### src/rtl/shared_data_tx_sched.sv
// shared_data_tx_sched: reads enabled shared-memory segments over an AXI4-lite
// read master and frames each as SOF / data words / EOF on the xcvr TX word
// stream, one word per tx_ena slot, comma (IDLE) words otherwise.
// Optional build macro: SHARED_DATA_TX_CHKSUM_EN puts a 16-bit sum of the
// data half-words into the EOF word; without it the field is zero.
module shared_data_tx_sched #(
  parameter int DW        = 32,
  parameter int AW        = 11,
  parameter int SEG_WORDS = 16,
  parameter int SEG_COUNT = 4,
  parameter int BASE_ADDR = 0
) (
  input  logic                 clk,
  input  logic                 rst,
  input  logic                 start,
  input  logic [SEG_COUNT-1:0] seg_mask,
  input  logic                 tx_ena,
  output logic                 busy,
  output logic                 done,
  output logic                 rd_err,
  output logic [7:0]           underrun_cnt,
  output logic [AW-1:0]        araddr,
  output logic                 arvalid,
  input  logic                 arready,
  input  logic [DW-1:0]        rdata,
  input  logic [1:0]           rresp,
  input  logic                 rvalid,
  output logic                 rready,
  output logic [DW-1:0]        tx_data,
  output logic [DW/8-1:0]      tx_iskey
);

  localparam int SW = (SEG_COUNT > 1) ? $clog2(SEG_COUNT) : 1;
  localparam int WW = $clog2(SEG_WORDS + 1);
  localparam int KW = DW / 8;
  localparam logic [DW-1:0] IDLE_W = 32'h0000_00BC;
  localparam logic [KW-1:0] KEY_K0 = {{(KW-1){1'b0}}, 1'b1};
  localparam logic [KW-1:0] KEY_D  = '0;

  typedef enum logic [2:0] {ST_IDLE, ST_SOF, ST_DATA, ST_EOF, ST_NEXT} state_t;

  state_t                 state_q, state_d;
  logic [SEG_COUNT-1:0]   mask_q, mask_d, rem;
  logic [SW-1:0]          seg_q, seg_d;
  logic [WW-1:0]          w_q, w_d;       // data words emitted in this segment
  logic [WW-1:0]          fw_q, fw_d;     // reads issued for this segment
  logic [DW-1:0]          buf_q, buf_d;
  logic                   buf_vld_q, buf_vld_d;
  logic                   arvalid_q, arvalid_d;
  logic                   rready_q, rready_d;
  logic [AW-1:0]          araddr_q, araddr_d;
  logic                   done_q, done_d;
  logic                   rd_err_q, rd_err_d;
  logic [7:0]             und_q, und_d;
  logic [DW-1:0]          tx_data_q, tx_data_d;
  logic [KW-1:0]          tx_iskey_q, tx_iskey_d;
  logic                   consume;
  logic [15:0]            chk_field;
`ifdef SHARED_DATA_TX_CHKSUM_EN
  logic [15:0]            chk_q, chk_d;
`endif

  // Byte address of word w of segment s; wraps modulo 2^AW.
  function automatic logic [AW-1:0] addr_of(input logic [SW-1:0] s, input logic [WW-1:0] w);
    return AW'(BASE_ADDR + (int'(s) * SEG_WORDS + int'(w)) * 4);
  endfunction

  // Index of the lowest set bit (0 when none set).
  function automatic logic [SW-1:0] low_idx(input logic [SEG_COUNT-1:0] m);
    logic [SW-1:0] r;
    r = '0;
    for (int i = SEG_COUNT - 1; i >= 0; i--) begin
      if (m[i]) r = SW'(i);
    end
    return r;
  endfunction

`ifdef SHARED_DATA_TX_CHKSUM_EN
  assign chk_field = chk_q;
`else
  assign chk_field = 16'h0000;
`endif

  // State register and all datapath registers.
  always_ff @(posedge clk or posedge rst) begin
    if (rst) begin
      state_q    <= ST_IDLE;
      mask_q     <= '0;
      seg_q      <= '0;
      w_q        <= '0;
      fw_q       <= '0;
      buf_q      <= '0;
      buf_vld_q  <= 1'b0;
      arvalid_q  <= 1'b0;
      rready_q   <= 1'b0;
      araddr_q   <= '0;
      done_q     <= 1'b0;
      rd_err_q   <= 1'b0;
      und_q      <= '0;
      tx_data_q  <= IDLE_W;
      tx_iskey_q <= KEY_K0;
`ifdef SHARED_DATA_TX_CHKSUM_EN
      chk_q      <= '0;
`endif
    end else begin
      state_q    <= state_d;
      mask_q     <= mask_d;
      seg_q      <= seg_d;
      w_q        <= w_d;
      fw_q       <= fw_d;
      buf_q      <= buf_d;
      buf_vld_q  <= buf_vld_d;
      arvalid_q  <= arvalid_d;
      rready_q   <= rready_d;
      araddr_q   <= araddr_d;
      done_q     <= done_d;
      rd_err_q   <= rd_err_d;
      und_q      <= und_d;
      tx_data_q  <= tx_data_d;
      tx_iskey_q <= tx_iskey_d;
`ifdef SHARED_DATA_TX_CHKSUM_EN
      chk_q      <= chk_d;
`endif
    end
  end

  // Next-state: frame sequencer, slot output mux and single-outstanding fetch engine.
  always_comb begin
    state_d    = state_q;
    mask_d     = mask_q;
    seg_d      = seg_q;
    w_d        = w_q;
    fw_d       = fw_q;
    buf_d      = buf_q;
    buf_vld_d  = buf_vld_q;
    arvalid_d  = arvalid_q;
    rready_d   = rready_q;
    araddr_d   = araddr_q;
    done_d     = 1'b0;
    rd_err_d   = rd_err_q;
    und_d      = und_q;
    tx_data_d  = tx_data_q;
    tx_iskey_d = tx_iskey_q;
    consume    = 1'b0;
    rem        = mask_q;
    rem[seg_q] = 1'b0;
`ifdef SHARED_DATA_TX_CHKSUM_EN
    chk_d      = chk_q;
`endif

    case (state_q)
      ST_IDLE: begin
        if (tx_ena) begin
          tx_data_d  = IDLE_W;
          tx_iskey_d = KEY_K0;
        end
        if (start) begin
          und_d    = '0;
          rd_err_d = 1'b0;
          if (seg_mask != '0) begin
            mask_d    = seg_mask;
            seg_d     = low_idx(seg_mask);
            state_d   = ST_SOF;
            arvalid_d = 1'b1;
            araddr_d  = addr_of(low_idx(seg_mask), '0);
            fw_d      = WW'(1);
            w_d       = '0;
          end else begin
            done_d = 1'b1;
          end
        end
      end
      ST_SOF: begin
        if (tx_ena) begin
          tx_data_d  = {8'h00, 8'(seg_q), 8'h00, 8'hFB};
          tx_iskey_d = KEY_K0;
          state_d    = ST_DATA;
`ifdef SHARED_DATA_TX_CHKSUM_EN
          chk_d      = '0;
`endif
        end
      end
      ST_DATA: begin
        if (tx_ena) begin
          if (buf_vld_q) begin
            tx_data_d  = buf_q;
            tx_iskey_d = KEY_D;
            consume    = 1'b1;
            w_d        = w_q + 1'b1;
`ifdef SHARED_DATA_TX_CHKSUM_EN
            chk_d      = chk_q + buf_q[31:16] + buf_q[15:0];
`endif
            if (w_q == WW'(SEG_WORDS - 1)) state_d = ST_EOF;
          end else begin
            // Fetch latency lost this slot: emit a comma and count it.
            tx_data_d  = IDLE_W;
            tx_iskey_d = KEY_K0;
            if (und_q != 8'hFF) und_d = und_q + 8'd1;
          end
        end
      end
      ST_EOF: begin
        if (tx_ena) begin
          tx_data_d  = {chk_field, 8'h00, 8'hFD};
          tx_iskey_d = KEY_K0;
          state_d    = ST_NEXT;
        end
      end
      ST_NEXT: begin
        if (tx_ena) begin
          tx_data_d  = IDLE_W;
          tx_iskey_d = KEY_K0;
        end
        mask_d = rem;
        if (rem != '0) begin
          seg_d     = low_idx(rem);
          state_d   = ST_SOF;
          arvalid_d = 1'b1;
          araddr_d  = addr_of(low_idx(rem), '0);
          fw_d      = WW'(1);
          w_d       = '0;
        end else begin
          state_d = ST_IDLE;
          done_d  = 1'b1;
        end
      end
      default: state_d = ST_IDLE;
    endcase

    if (arvalid_q && arready) begin
      arvalid_d = 1'b0;
      rready_d  = 1'b1;
    end
    // Capture only ever lands in an empty buffer: a read is issued only when it is free.
    if (rready_q && rvalid) begin
      rready_d  = 1'b0;
      buf_d     = rdata;
      buf_vld_d = 1'b1;
      if (rresp != 2'b00) rd_err_d = 1'b1;
    end
    if (consume) buf_vld_d = 1'b0;
    if ((state_q == ST_SOF || state_q == ST_DATA) && !arvalid_q && !rready_q &&
        (!buf_vld_q || consume) && (fw_q < WW'(SEG_WORDS))) begin
      arvalid_d = 1'b1;
      araddr_d  = addr_of(seg_q, fw_q);
      fw_d      = fw_q + 1'b1;
    end
  end

  assign busy         = (state_q != ST_IDLE);
  assign done         = done_q;
  assign rd_err       = rd_err_q;
  assign underrun_cnt = und_q;
  assign araddr       = araddr_q;
  assign arvalid      = arvalid_q;
  assign rready       = rready_q;
  assign tx_data      = tx_data_q;
  assign tx_iskey     = tx_iskey_q;

endmodule

### config.mk
export PLATFORM = sky130hd
export DESIGN_NAME = shared_data_tx_sched
export DESIGN_NICKNAME = d
export VERILOG_FILES = /design/src/rtl/shared_data_tx_sched.sv
export SDC_FILE = /design/constraint.sdc
export NUM_CORES = 1
export LEC_CHECK = 0
export CAP_MARGIN = 5
export CORE_MARGIN = 2
export CORE_UTILIZATION = 27
export DETAILED_ROUTE_END_ITERATION = 7
export PLACE_DENSITY = 0.51
export SYNTH_ARGS = -nofsm -noshare
export SYNTH_HDL_FRONTEND = slang
export SYNTH_SLANG_ARGS = --single-unit
### constraint.sdc
create_clock -name clk -period 4.9 [get_ports clk]
set_clock_uncertainty 0.15 [all_clocks]
set_input_delay 0.98 -clock clk [delete_from_list [all_inputs] [get_ports clk]]
set_output_delay 0.98 -clock clk [all_outputs]
set_load 0.005 [all_outputs]
### After elaboration in Yosys (flattened, before gate mapping)

Cells that the tools add are included.
W data, S select, Z words.

* input bits: 44
* output and inout bits: 60
* logic and storage cells: 163
* flip-flop bits (word level): 111

* multiplexer cells: 78
* reduce and logical (&&, ||, !) cells: 37
* order comparisons: 3
* add/subtract/negate cells: 4
* equal/unequal tests: 24
* bitwise gates (word level): 2

Operators by type and width (number)
* $mux W32: 5
* $pmux W32 S4: 1
* $mux W5: 9
* $mux W11: 4
* $mux W8: 4
* $mux W1: 22
* $mux W2: 11
* $pmux W11 S2: 1
* $mux W3: 7
* $ne A2 B2 Y1 const B: 10
* $mux W4: 4
* $pmux W4 S2: 2
* $pmux W8 S2: 1
* $reduce_bool A4 Y1: 4
* $pmux W3 S5: 1
* $pmux W5 S3: 1
* $ne A4 B4 Y1 const B: 3
* $reduce_and A4 Y1: 3
* $reduce_bool A2 Y1: 6
* $add A5 B1 Y5 const B: 2
* $pmux W5 S2: 1
* $reduce_and A5 Y1: 2
* $ne A3 B3 Y1 const B: 3
* $reduce_bool A3 Y1: 3
* 25 further kinds: 38

### Longest topological paths before layout

* depth in word-level cells: 13
* mapped depth: 8
* depth with buffers taken out: 8

### Least setup slack after synthesis

No wires, ideal clock.

* path type: input -> register
* start: in seg_mask[0]
* end: reg araddr_q[7] (netlist: araddr[7])
* library setup time: 0.126 ns
* arrival: 2.400 ns
* setup slack: 2.224 ns
* cell stages on the path: 7
* buffers on the path: 2
* required time: 4.624 ns
* path through: or4_4 -> and4_4 -> buf_6 -> a31oi_4 -> buf_6 -> a21oi_2 -> a221o_1

* longest elaborated chain between the ends: 5
* elaborated cells on any way between the ends: 8
* those cells by class: eq/ne: 1; mux: 5; reduce/logical: 2

Ends and longest elaborated chain
* start: declaration: line 16 `input logic [SEG_COUNT-1:0] seg_mask,`
* $mux W2: line 73 `if (m[i]) r = SW'(i);`
* $mux W11: line 160 `if (seg_mask != '0) begin`
* $mux W11: line 157 `if (start) begin`
* $pmux W11 S2: line 151 `case (state_q)`
* $mux W11: line 242 `if ((state_q == ST_SOF || state_q == ST_DATA) && !arvalid_q && !rready_q &&`
* end signal: assignment: line 115 `araddr_q <= araddr_d;`
* end: declaration: line 51 `logic [AW-1:0] araddr_q, araddr_d;`

Parallel ways exist; a longest one is shown, timed or not. The select of a mux whose other input is x is not followed.
A chain may end at the register's enable or synchronous reset.

### Worst setup path in the final report

* start: reg state_q[1]
* end: out busy

* longest elaborated chain between the ends: 1

Ends and longest elaborated chain
* start: declaration: line 42 `state_t state_q, state_d;`
* start signal: assignment: line 106 `state_q <= state_d;`
* $reduce_bool A3 Y1: line 250 `assign busy = (state_q != ST_IDLE);`
* end: declaration: line 18 `output logic busy,`

No other way between the ends.

==> impl_metrics.tcl <==
set metrics [dict create \
    status "completed" \
    rsz0062_at_grt "no" \
    vias 3391 \
    yosysWarnings 0 \
    r2r_slack_ps 2360 \
    dieArea_um2 18200 \
    m1WireLength_um 4850 \
    ir_worst_vdd_v 0.000213 \
    cts_made_buffers 9 \
    slew_viol_final 0 \
    crit_required_ps 3770 \
    remaining_drc_errors 0 \
    synth_cell_types 55 \
    fin_ws_ps 1900 \
    path_max_fanout 17 \
    synth_top_area_cell "dfrtp_1" \
    yosysMostFrequentCell "dfrtp_1" \
    fmax_ghz 0.333 \
    grt_pass1_vias 3493 \
    yosys-top-cells-area "dfrtp_1 (53%), mux2_2 (8.3%), a22o_1 (4.9%), dfstp_2 (3.4%), nand2_1 (3.3%)" \
    place_ws_ps 1600 \
    setup-violations-final 0 \
    drive_gt1_share_pct 14.1 \
    min-delay-path-class "reg -> reg" \
    grt_pass1_wl_um 18400 \
    cts_tree "built" \
    arrival_ps 1870 \
    path_class "reg -> out" \
    cts-resized-gates 0 \
    syn_avg_cell_area_um2 11.5 \
    crit_path_end_kind "output port" \
    min_period_over_period_pct 61.3 \
    top_layer "met4" \
    drt_wl_total_um 11000 \
    ys_ff_latch 104 \
    dieHeight_um 135 \
    drt_iter0_markers 145 \
    startpoint_type "flip-flop" \
    gp_congestion 0.765 \
    synth_top_area_share_pct 53.1 \
    syn_inst 403 \
    hold_depth 2 \
    placed_area_um2 5760 \
    overflow 0 \
    path_clk_slew_ps 70 \
    rows 47 \
    period_needed_ps 3000 \
    first_pass_iters 4 \
    tns_ps 0 \
    core-area_um2 16600 \
    postLayoutCellArea_um2 6050 \
    power_per_cell_area_nw_per_um2 547 \
    finalPower_mw 3.31 \
    route.met2.wl_um 5380 \
    synthesis.area_um2 4620 \
    dieWidth_um 135 \
    ys_top_cells_by_count "dfrtp_1 (98), nand2_1 (40), mux2_2 (34)" \
    clockRootBuffer "clkbuf_16" \
    slew_headroom_pct 43.7 \
    grt_start_max_net_pins 69 \
    area_growth_pct 31.0 \
    cts_max_level 3 \
    synthArstFlopShare_pct 100 \
    place_inst 702 \
    worstMarginPinSlew_ps 845 \
    dpl.hpwl_um 7600 \
    cts_hold_buf 0 \
    start_util_pct 27.7 \
    final_cells 718 \
    clock_path_buffers 2 \
    cts_setup_buffers 0 \
    maxCapViolations 0 \
    insertion_delay_ps 350 \
    ios 104 \
    viasPerCell 4.72 \
    cts_sinks 104 \
    hold_viol 0 \
    wl_met3_um 627 \
    fin_nets 543 \
    place.port_buffers 96 \
    wl_per_cell_um 15.3 \
    antenna_cells 0 \
    synth_edf_count 0 \
    p_leak_nw 2.55 \
    r2r_cells 5 \
    antenna_found_initial 0 \
    synth_ff_type "dfrtp_1" \
    grt_usage_pct 13.0 \
    ys_seq_area_share_pct 56.5 \
    ant_nets 0 \
]
[critical path, stage by stage (launching register included)]
cell	delay (ps)
dfrtp_1	570
or3_1	480
clkdlybuf4s50_1	470
[where the power goes]
group / internal (mW) / switching, mW / leakage (nW)
registers: 1.20 / 0.292 / 1.31
clock network: 0.367 / 0.340 / 0.139
logic: 0.642 / 0.475 / 1.10
[kinds of logic after synthesis]
group	Yosys count	synth area share, %
xor gates and xnor gates	4	0.759
adders and majority gates	6	1.63
and+or+nand+nor	124	13.2
muxes	36	8.72
buffers and inverters	32	3.68
AOI/OAI and AO/OA	96	15.4
other	1	0.0812
DFF	104	56.5
[per-layer routing]
metal,up-vias,global-route usage [%]
met2,74,21.0
met3,7,4.80
met1,1684,16.4
met4,0,3.39
met5,-,0
li1,1626,-
[worst paths after layout]
path,from,to
worst max-delay path,state_q[1],busy
max in group asynchronous,rst,tx_data[23]
worst max register to register,state_q[2],araddr[6]
worst min-delay path,tx_data[2],tx_data[2]
worst min register to register,tx_data[2],tx_data[2]
min in group asynchronous,rst,buf_q[16]
[through the flow]
stage | utilization (%) | hold WS [ps]
after floorplan | - | 294
after global placement | 34.6 | 303
after detailed placement | 34.6 | 307
after CTS | 36.4 | 317
after global routing | 36.4 | 359
final | 36.4 | 311
[layout by cell type, fill, tap and decap left out, types with 5 or more instances in the layout]
cell,Yosys,layout
mux2_2,34,34
nand3_1,16,16
clkbuf_16,0,9
a22o_1,26,26
o22a_1,5,5
ha_1,6,6
a21oi_1,13,13
nand2b_1,6,6
nor2_1,27,26
dfstp_2,6,6
nor3_1,6,6
nand2_1,40,40
conb_1,1,7
clkdlybuf4s50_1,0,96
o21ai_1,16,16
dfrtp_1,98,98
[registers in the layout, summed over array words and instances, names as in the netlist]
signal and cells:
araddr 7, arvalid 1, buf_q 32, buf_vld_q 1, done 1, fw_q 5, mask_q 4, rd_err 1
rready 1, seg_q 2, state_q 3, tx_data 32, tx_iskey 1, underrun_cnt 8, w_q 5
[layout make-up]
class,count,area [µm²]
Clock buffer,10,239
Clock inverter,6,51.3
Fill cell,1659,10600
Inverter,5,21.3
Multi-Input combinational cell,273,1860
Sequential cell,104,2610
Tap cell,220,275
Timing Repair Buffer,100,991
No activity file was read; power rests on OpenSTA's default activity.
